### config.mk
export PLATFORM = sky130hd
export DESIGN_NAME = interrupt_controller
export DESIGN_NICKNAME = d
export VERILOG_FILES = /design/src/rtl/interrupt_controller_pkg.sv /design/src/rtl/interrupt_controller_int_sync.sv /design/src/rtl/interrupt_controller.sv
export SDC_FILE = /design/constraint.sdc
export NUM_CORES = 1
export LEC_CHECK = 0
export ABC_AREA = 1
export CORE_MARGIN = 2
export CORE_UTILIZATION = 35
export CTS_CLUSTER_DIAMETER = 200
export DETAILED_ROUTE_END_ITERATION = 10
export PLACE_DENSITY = 0.63
export SYNTH_ARGS = -nofsm -noshare
export SYNTH_HDL_FRONTEND = slang
export SYNTH_SLANG_ARGS = --single-unit
### constraint.sdc
create_clock -name clk -period 2.62 [get_ports clk]
set_input_delay 0.524 -clock clk [delete_from_list [all_inputs] [get_ports clk]]
set_output_delay 0.524 -clock clk [all_outputs]
set_load 0.03 [all_outputs]
### src/rtl/interrupt_controller_pkg.sv
// rtl/interrupt_controller_pkg.sv - shared state encoding, cfg address map and priority helper
package interrupt_controller_pkg;

   typedef enum logic [1:0] {
      ST_IDLE    = 2'd0,
      ST_REQ     = 2'd1,
      ST_SERVICE = 2'd2
   } state_t;

   localparam logic [3:0] VEC_BASE  = 4'd0;
   localparam logic [3:0] MASK_ADDR = 4'd8;
   localparam logic [3:0] PCLR_ADDR = 4'd9;

   // Bit 0 is the highest priority, so the lowest set index wins.
   function automatic logic [2:0] lowest_set(input logic [7:0] v);
      lowest_set = 3'd0;
      for (int i = 7; i >= 0; i--) begin
         if (v[i]) lowest_set = 3'(i);
      end
   endfunction

endpackage

### src/rtl/interrupt_controller_int_sync.sv
// rtl/interrupt_controller_int_sync.sv - 8-bit two-flop synchronizer with rising-edge detect
module int_sync (
   input  logic       clk,
   input  logic       rst_n,
   input  logic [7:0] async_in,
   output logic [7:0] rise
);

   logic [7:0] meta;
   logic [7:0] sync;
   logic [7:0] prev;
   logic [1:0] warm;

   always_ff @(posedge clk or negedge rst_n) begin
      if (!rst_n) begin
         meta <= '0;
         sync <= '0;
         prev <= '0;
         warm <= '0;
      end else begin
         meta <= async_in;
         sync <= meta;
         prev <= sync;
         if (warm != 2'd3) warm <= warm + 2'd1;
      end
   end

   // Edges are ignored until prev holds a real sample, so lines already high at reset release never fire.
   assign rise = (warm == 2'd3) ? (sync & ~prev) : 8'h00;

endmodule

### src/rtl/interrupt_controller.sv
// rtl/interrupt_controller.sv - 8-line prioritized interrupt controller with vector table
module interrupt_controller
   import interrupt_controller_pkg::*;
(
   input  logic        clk,
   input  logic        rst_n,
   input  logic [7:0]  irq,
   output logic        io_interrupt,
   input  logic        io_store_retaddr,
   input  logic        io_push_int_addr,
   input  logic        io_push_retaddr,
   input  logic        io_push_ints,
   input  logic [15:0] d_bus_in,
   input  logic        cfg_we,
   input  logic [3:0]  cfg_addr,
   input  logic [15:0] cfg_data,
   output logic [15:0] data_out,
   output logic        data_oe
);

   state_t      state;
   state_t      next_state;
   logic [7:0]  pending;
   logic [7:0]  mask;
   logic [15:0] vector [8];
   logic [15:0] retaddr;
   logic [2:0]  in_service_id;
   logic [7:0]  rise;
   logic [7:0]  active;
   logic [2:0]  winner;
   logic        take;
   logic [7:0]  clr;
   logic [3:0]  vec_off;

   int_sync u_sync (
      .clk      (clk),
      .rst_n    (rst_n),
      .async_in (irq),
      .rise     (rise)
   );

   assign active  = pending & mask;
   assign winner  = lowest_set(active);
   assign take    = (state == ST_REQ) && io_push_int_addr && (active != 8'h00);
   assign vec_off = cfg_addr - VEC_BASE;
   assign clr     = ((cfg_we && cfg_addr == PCLR_ADDR) ? cfg_data[7:0] : 8'h00)
                  | (take ? (8'h01 << winner) : 8'h00);

   always_comb begin
      next_state = state;
      case (state)
         ST_IDLE:    if (active != 8'h00) next_state = ST_REQ;
         ST_REQ: begin
            if (take)                   next_state = ST_SERVICE;
            else if (active == 8'h00)   next_state = ST_IDLE;
         end
         ST_SERVICE: if (io_push_retaddr) next_state = ST_IDLE;
         default:                        next_state = ST_IDLE;
      endcase
   end

   always_ff @(posedge clk or negedge rst_n) begin
      if (!rst_n) begin
         state         <= ST_IDLE;
         io_interrupt  <= 1'b0;
         pending       <= '0;
         mask          <= '0;
         retaddr       <= '0;
         in_service_id <= '0;
         for (int i = 0; i < 8; i++) vector[i] <= '0;
      end else begin
         state        <= next_state;
         io_interrupt <= (next_state == ST_REQ);
         // A new edge on a bit being cleared in the same cycle keeps it pending.
         pending      <= (pending & ~clr) | rise;
         if (take) in_service_id <= winner;
         if (io_store_retaddr) retaddr <= d_bus_in;
         if (cfg_we && vec_off < 4'd8) vector[vec_off[2:0]] <= cfg_data;
         if (cfg_we && cfg_addr == MASK_ADDR) mask <= cfg_data[7:0];
      end
   end

   assign data_oe = io_push_int_addr | io_push_retaddr | io_push_ints;

   always_comb begin
      data_out = 16'h0000;
      if (io_push_int_addr)     data_out = take ? vector[winner] : vector[in_service_id];
      else if (io_push_retaddr) data_out = retaddr;
      else if (io_push_ints)    data_out = {mask, pending};
   end

endmodule

==> summary.txt, run 1 <==
Global routing
  – Largest net degree at the start of global routing: 58
  – Grt ovf: 0
  – Global-route wire length before repair: 53900 um
  – Initial antenna violation count: 0
  – Vias in the first global route: 9450
  – Gr usage total: 22.9%

Yosys
  – FFs w/ async S/R, synth: 100%
  – Total number of yosys warnings: 0
  – Synth cell types: 32
  – Register bit total from synthesis: 192
  – Register area share after synthesis: 48.1%
  – Post-synth EDFFs: 0
  – Ys flop type: dfrtp_1
  – Syn Std Cell Area: 9980 um2
  – Synthesized instance count: 1333
  – Post-Synthesis Net Count: 1385
  – Synthesized area per cell: 7.49 um2

Drt
  – DR vias: 9664
  – 1st-pass router iterations: 6
  – Vias per std cell: 5.37
  – Post-DRT Antenna Nets: 0
  – DRC violations left: 0
  – 1st-iter DRT viols: 1195
  – Routed wire length: 33400 um
  – WL/cell: 18.6 um

Timing
  – RSZ-0062 raised after global routing: true
  – Final Hold Viols: 0
  – Setup Skew: 0.0185 ns
  – Slew margin rel.: 64.3%
  – Post-layout min period: 2.90 ns
  – Slew Viols, Final: 0
  – Tcrit/Tclk final: 111%
  – Final setup fails: 16
  – Slew at the pin closest to its max-slew limit: 0.535 ns
  – F_max: 345 MHz
  – Setup WS post-layout: -0.278 ns

CTS
  – CTS tree: built
  – Clock transition at path regs: 0.09 ns
  – Clk sinks: 192
  – H-tree levels: 4
  – Clk_lat worst skew: 0.46 ns
  – Clock root buffer: clkbuf_16
  – Max Root-Sink Buffers: 2
  – CTS Buf Count: 17
  – Hold buffers post-CTS: 0

Layout
  – Fill count: 2811
  – Most frequent cells in the layout: 471 x nand2_1, 192 x dfrtp_1, 166 x o21ai_0, 82 x a21oi_1, 75 x inv_1
  – Area occupied by multi-input gates: 4700 um2
  – Layout net count: 1459
  – Final std cells w/o fill: 1798
  – Post-route cell area: 12500 um2
  – # diodes: 0
  – Most common cell after layout, fill and taps aside: nand2_1
  – FF+latch area: 4800 um2
  – Fraction of layout cells with a size suffix above 1: 15.6%
  – Layout area overhead: 25.7%

Critical path
  – CP Max Fanout: 8
  – CP Launch Type: register
  – Setup Crit Path Kind: reg2out
  – Crit path from: mask[7]
  – Reg-to-Reg Start: mask[0]
  – Worst endpoint required time: 2.10 ns
  – CP endpoint kind: output port
  – WP data arrival: 2.37 ns

Die
  – # IOs: 69
  – Core area: 27900 um2
  – Initial core utilization: 35.7%
  – Die H: 173 um
  – Die Area: 29900 um2
  – Die X: 173 um
  – Rows: 61

Placed design
  – Placed instance count: 1759
  – IO buf count: 68
  – Detailed placement HPWL: 22500 um
  – Placed cell areas: 11400 um2
  – GP Congestion: 0.903

Power and ir drop
  – Power Dens Cells: 1020 nW/um2
  – Peak supply drop: 0.638 mV
  – P_leak: 6.02 nW

Run
  – Max Cap Viol: 0

Worst hold path
  – Hold Crit Class: in2async

Run status
  – Failing checks: setup timing
  – Status: finished, violations left
[worst paths after layout]
path,end,slack (ns),depth (start not counted)
setup / recovery,data_out[6],-0.28,19
hold / removal,vector[125],0.03,1
setup reg to reg,pending[2],0.65,12
hold reg to reg,u_sync.sync[0],0.35,0
max in group asynchronous,vector[57],1.80,2
min in group clk,u_sync.sync[0],0.35,0
[layout make-up]
class	count	share of cell area [%]
Multi-Input combinational cell	961	37.4
Sequential cell	192	38.3
Tap cell	378	3.77
Timing Repair Buffer	145	12.7
Clock inverter	15	1.71
Clock buffer	17	3.39
Inverter	90	2.73
[worst max-delay path, stage by stage (launching register included)]
cell and delay, ns:
dfrtp_1 0.37, nand2_2 0.08, inv_2 0.06, nand2_2 0.04, nand2_2 0.05, nand2_1 0.05
nand2_1 0.07, nand2_2 0.06, nand2_4 0.12, buf_8 0.16, buf_8 0.15, nand3_2 0.06
nand2_1 0.07, nand2_1 0.05, nand2_1 0.10, nand2_2 0.06, nand3_2 0.10, nand2_1 0.07
inv_1 0.07, buf_6 0.13
[cells by family (layout without fill, tap and decap cells)]
group	after synthesis	after routing	synth area share [%]
AND/OR/NAND/NOR	639	639	25.9
buffers and inverters	180	267	7.68
XOR/XNOR	1	1	0.0878
multiplexers	1	1	0.113
AO/OA/AOI/OAI	319	319	17.9
flip-flops	192	192	48.1
adder cells (fa/ha/maj)	1	1	0.125
[stage by stage]
step	util, %	worst slack, ns	TNS [ns]	power [W]	hold WS [ns]
after global placement	40.7	-0.101	-0.714	0.00915	0.333
after global routing	44.9	-0.454	-6.68	0.0135	0.0650
after detailed placement	40.7	-0.0793	-0.650	0.00920	0.335
after floorplan	-	0.430	0	0.00724	0.228
final	44.9	-0.278	-4.05	0.0127	0.0332
after CTS	44.3	-0.311	-4.57	0.0125	0.0642
[power breakdown]
group / leakage [nW] / switching (W) / internal (W)
clock: 0.303 / 0.00142 / 0.00132
sequential: 2.34 / 0.000498 / 0.00352
combinational: 3.38 / 0.00365 / 0.00233
[synth_stat cells (all sizes together) (16+ instances only)]
cell	number	share of area, %
a211oi	16	1.2
a21oi	82	4.1
a221o	16	1.6
buf	41	2.5
clkbuf	49	1.8
dfrtp	192	48
inv	88	3.3
nand2	516	20
nand3	93	4.7
nor2	28	1.3
o21ai	171	8.6
o22ai	16	1.0
[metal layers]
| layer | routed length (um) | GRT usage [%] |
|---|---|---|
| met5 | 0 | 0 |
| met4 | 1060 | 9.46 |
| met3 | 2310 | 3.89 |
| met2 | 15500 | 36.1 |
| met1 | 14500 | 31.2 |
[registers in the layout (all words and copies together), names as in the netlist]
signal         flops
in_service_id      3
io_interrupt       1
mask               8
pending            8
retaddr           16
state              2
u_sync.meta        8
u_sync.prev        8
u_sync.sync        8
u_sync.warm        2
vector           128
[what timing repair did]
action / in CTS / in global routing
setup endpoints to repair: 16 / 16
setup buffers: 4 / 0
cloned: 3 / 1
resized for setup: 61 / 55
pin swaps: 14 / 35
No activity file was read; power rests on OpenSTA's default activity.
==> run 2: changes to the inputs <==
Settings changed: CTS_BUF_LIST from default to sky130_fd_sc_hd__clkbuf_2.
Clock period 2.62 ns to 3.5 ns, I/O delays scaled along.
==> run 2 against run 1 <==
  * Die area stayed put
  * Flip-flop and latch count did not move
  * The flow still finishes with violations (setup timing)
  * Cell count fell by 0.50%
  * First-iteration DRC count fell by 4.4%
  * Clock skew rose by 0.031 ns
  * Count of clock-buffer cells in the layout unchanged
  * Register-to-register slack better by 0.77 ns
  * Non-clock buffer count fell by 10
  * Wire length increased by 4.6%
  * Via count rose by 1.2%
  * Global-route usage up 0.31 points
  * Combinational power is 20% lower
==> summary.txt, run 2 (synthesis results as in run 1) <==
Layout
  – Fill count: 2836 (+0.89%)
  – Max reg flops: 128 (unchanged)
  – Most frequent cells in the layout: 450 x nand2_1, 190 x dfrtp_1, 170 x o21ai_0, 82 x a21oi_1, 80 x nand3_1
  – Fraction of layout cells with a size suffix above 1: 15.3% (-0.24 points)
  – Area occupied by multi-input gates: 4680 um2 (-0.40%)
  – FF+latch area: 4810 um2 (about the same)
  – Regs by FF count: vector (128), retaddr (16)
  – Largest Register: vector
  – Layout net count: 1449 (-0.69%)
  – Layout area overhead: 21.4%
  – Util after Layout: 43.4% (-1.5 points)
  – Most common cell after layout, fill and taps aside: nand2_1

Timing
  – Post-layout min period: 3.61 ns
  – Slew Viols, Final: 0 (unchanged)
  – Final setup fails: 16 (unchanged)
  – Setup WS post-layout: -0.114 ns (+0.164 ns)
  – F_max: 277 MHz
  – Setup Skew: 0.0494 ns (+0.0309 ns)
  – Slew margin rel.: 33.3% (-31 points)
  – Fin Setup TNS: -1.38 ns (+2.67 ns)
  – Final Hold Viols: 0 (unchanged)
  – Slew at the pin closest to its max-slew limit: 0.997 ns (+0.462 ns)
  – RSZ-0062 raised after global routing: true
  – Tcrit/Tclk final: 103%

Global routing
  – Grt ovf: 0 (unchanged)
  – Vias in the first global route: 9238 (-2.2%)
  – Largest net degree at the start of global routing: 87 (+50%)
  – Initial antenna violation count: 1 (+1)
  – Gr usage total: 23.2% (+0.31 points)
  – Global-route wire length before repair: 54200 um (+0.53%)

Die
  – Die H: 173 um (unchanged)
  – Core area: 27900 um2 (unchanged)
  – Rows: 61 (unchanged)
  – Initial core utilization: 35.7% (unchanged)
  – # IOs: 69 (unchanged)
  – Die Area: 29900 um2 (unchanged)
  – Die X: 173 um (unchanged)

Power and ir drop
  – Net Sw Power: 0.00423 W (-24%)
  – P_leak: 5.83 nW (-3.1%)
  – Sequential cell fraction of total power: 32.9% (+1.4 points)
  – Gate power share: 53.1% (+6.2 points)
  – Switching Share: 46.7% (+3.0 points)
  – Internal: 0.00482 W (-33%)
  – Power Dens Cells: 746 nW/um2 (-27%)
  – Peak supply drop: 0.299 mV (-53%)
  – Clock network power share: 14.1% (-7.4 points)

CTS
  – H-tree levels: 4 (unchanged)
  – CTS Buf Count: 17 (unchanged)
  – Clock transition at path regs: 0.35 ns (+0.26 ns)
  – CTS tree: built
  – Clock root buffer: clkbuf_2
  – Max Root-Sink Buffers: 2 (unchanged)
  – Clk sinks: 192 (unchanged)
  – Clk_lat worst skew: 0.84 ns (+0.38 ns)

Placed design
  – IO buf count: 68 (unchanged)
  – Detailed placement HPWL: 22600 um (+0.70%)
  – GP Congestion: 0.879 (-2.7%)

Critical path
  – CP endpoint kind: output port
  – WP data arrival: 2.91 ns (+0.54 ns)
  – Worst endpoint required time: 2.80 ns (+0.70 ns)
  – CP Launch Type: register
  – CP Max Fanout: 6 (-2)
  – Crit path cell chain: nand2_1 > nand2_1 > nand2_1 > nand2_2 > nand2_8 > nand2_8 > buf_12 > buf_16 > nand2_1 > nand2_1 > nand2_1 > nand2_2 > nand2_1 > nand3_2 > nand2_2 > inv_2 > buf_6
  – Setup Crit Path Kind: reg2out
  – Worst path most repeated cell: nand2_1
  – Max incr delay on CP: 0.52 ns (+0.15 ns)
  – CP max-delay cell: dfrtp_1

Drt
  – DRC violations left: 0 (unchanged)
  – Post-DRT Antenna Nets: 0 (unchanged)
  – 1st-pass router iterations: 5 (-1)
  – Vias per std cell: 5.47 (+1.7%)
  – WL/cell: 19.5 um (+5.1%)
  – 1st-iter DRT viols: 1143 (-4.4%)
  – Routed wire length: 34900 um (+4.6%)
  – DR vias: 9778 (+1.2%)

Worst hold path
  – Hold Crit Class: in2reg

Run status
  – Status: finished, violations left
  – Failing checks: setup timing

Run
  – Max Cap Viol: 0 (unchanged)
==> run 2: path summary, 6_finish.rpt <==
kind | startpoint | to | slack (ns) | cells past startpoint
worst max-delay path | mask[4] | data_out[13] | -0.11 | 17
worst max register to register | mask[1] | pending[0] | 1.42 | 11
max in group asynchronous | rst_n | vector[17] | 2.22 | 3
min in group asynchronous | rst_n | vector[94] | 0.44 | 2
worst min register to register | u_sync.sync[2] | u_sync.prev[2] | 0.36 | 0
worst min-delay path | irq[7] | u_sync.meta[7] | 0.28 | 1
==> run 2: what timing repair did <==
action,in CTS,in global routing
setup buffers,6,0
cloned,6,3
pin swaps,16,29
gates resized for setup,171,38
hold endpoints to repair,83,0
setup endpoints to repair,16,16
hold buffers,1,0
==> run 2: layout make-up <==
class,instances,share of cell area [%]
sequential,192,39.7
multi-input combinational,961,38.6
timing repair buffer,135,12.7
clock inverter,15,1.61
tap,378,3.90
inverter,90,2.79
antenna,1,0.0206
clock buffer,17,0.702
==> run 2: worst max-delay path, delay by kind of cell, from the launching register on <==
| kind | cells | cell delay (ns) |
|---|---|---|
| buffers and inverters | 4 | 0.46 |
| DFF | 1 | 0.52 |
| and+or+nand+nor | 13 | 1.07 |
==> run 2: power by group through the flow <==
stage / registers [W] / logic, W / clock network (W)
4_1_cts: 0.00295 / 0.00453 / 0.00129
2_1_floorplan: 0.00290 / 0.00252 / 0
5_1_grt: 0.00302 / 0.00513 / 0.00138
3_5_place_dp: 0.00298 / 0.00395 / 0
6_report: 0.00297 / 0.00480 / 0.00127
3_3_place_gp: 0.00298 / 0.00394 / 0
==> run 2: metrics by stage <==
step / cells / total power [W] / instance area (um2) / setup slack [ns] / hold WS (ns)
after global routing: 1789 / 0.00953 / 12100 / -0.305 / 0.196
after CTS: 1785 / 0.00877 / 11900 / -0.110 / 0.233
after detailed placement: 1740 / 0.00694 / 11200 / 0.0588 / 0.335
after floorplan: 1333 / 0.00542 / 9980 / 1.02 / 0.331
after global placement: 1740 / 0.00692 / 11200 / 0.0861 / 0.331
final: 1789 / 0.00905 / 12100 / -0.114 / 0.284
==> run 2: routing by layer <==
layer / GRT usage, % / vias to the layer above / wire length [um]
met1: 31.4 / 4701 / 14700
met3: 3.52 / 94 / 2590
met5: 0 / - / 0
met2: 36.3 / 470 / 15800
met4: 11.2 / 0 / 1750
li1: - / 4513 / -
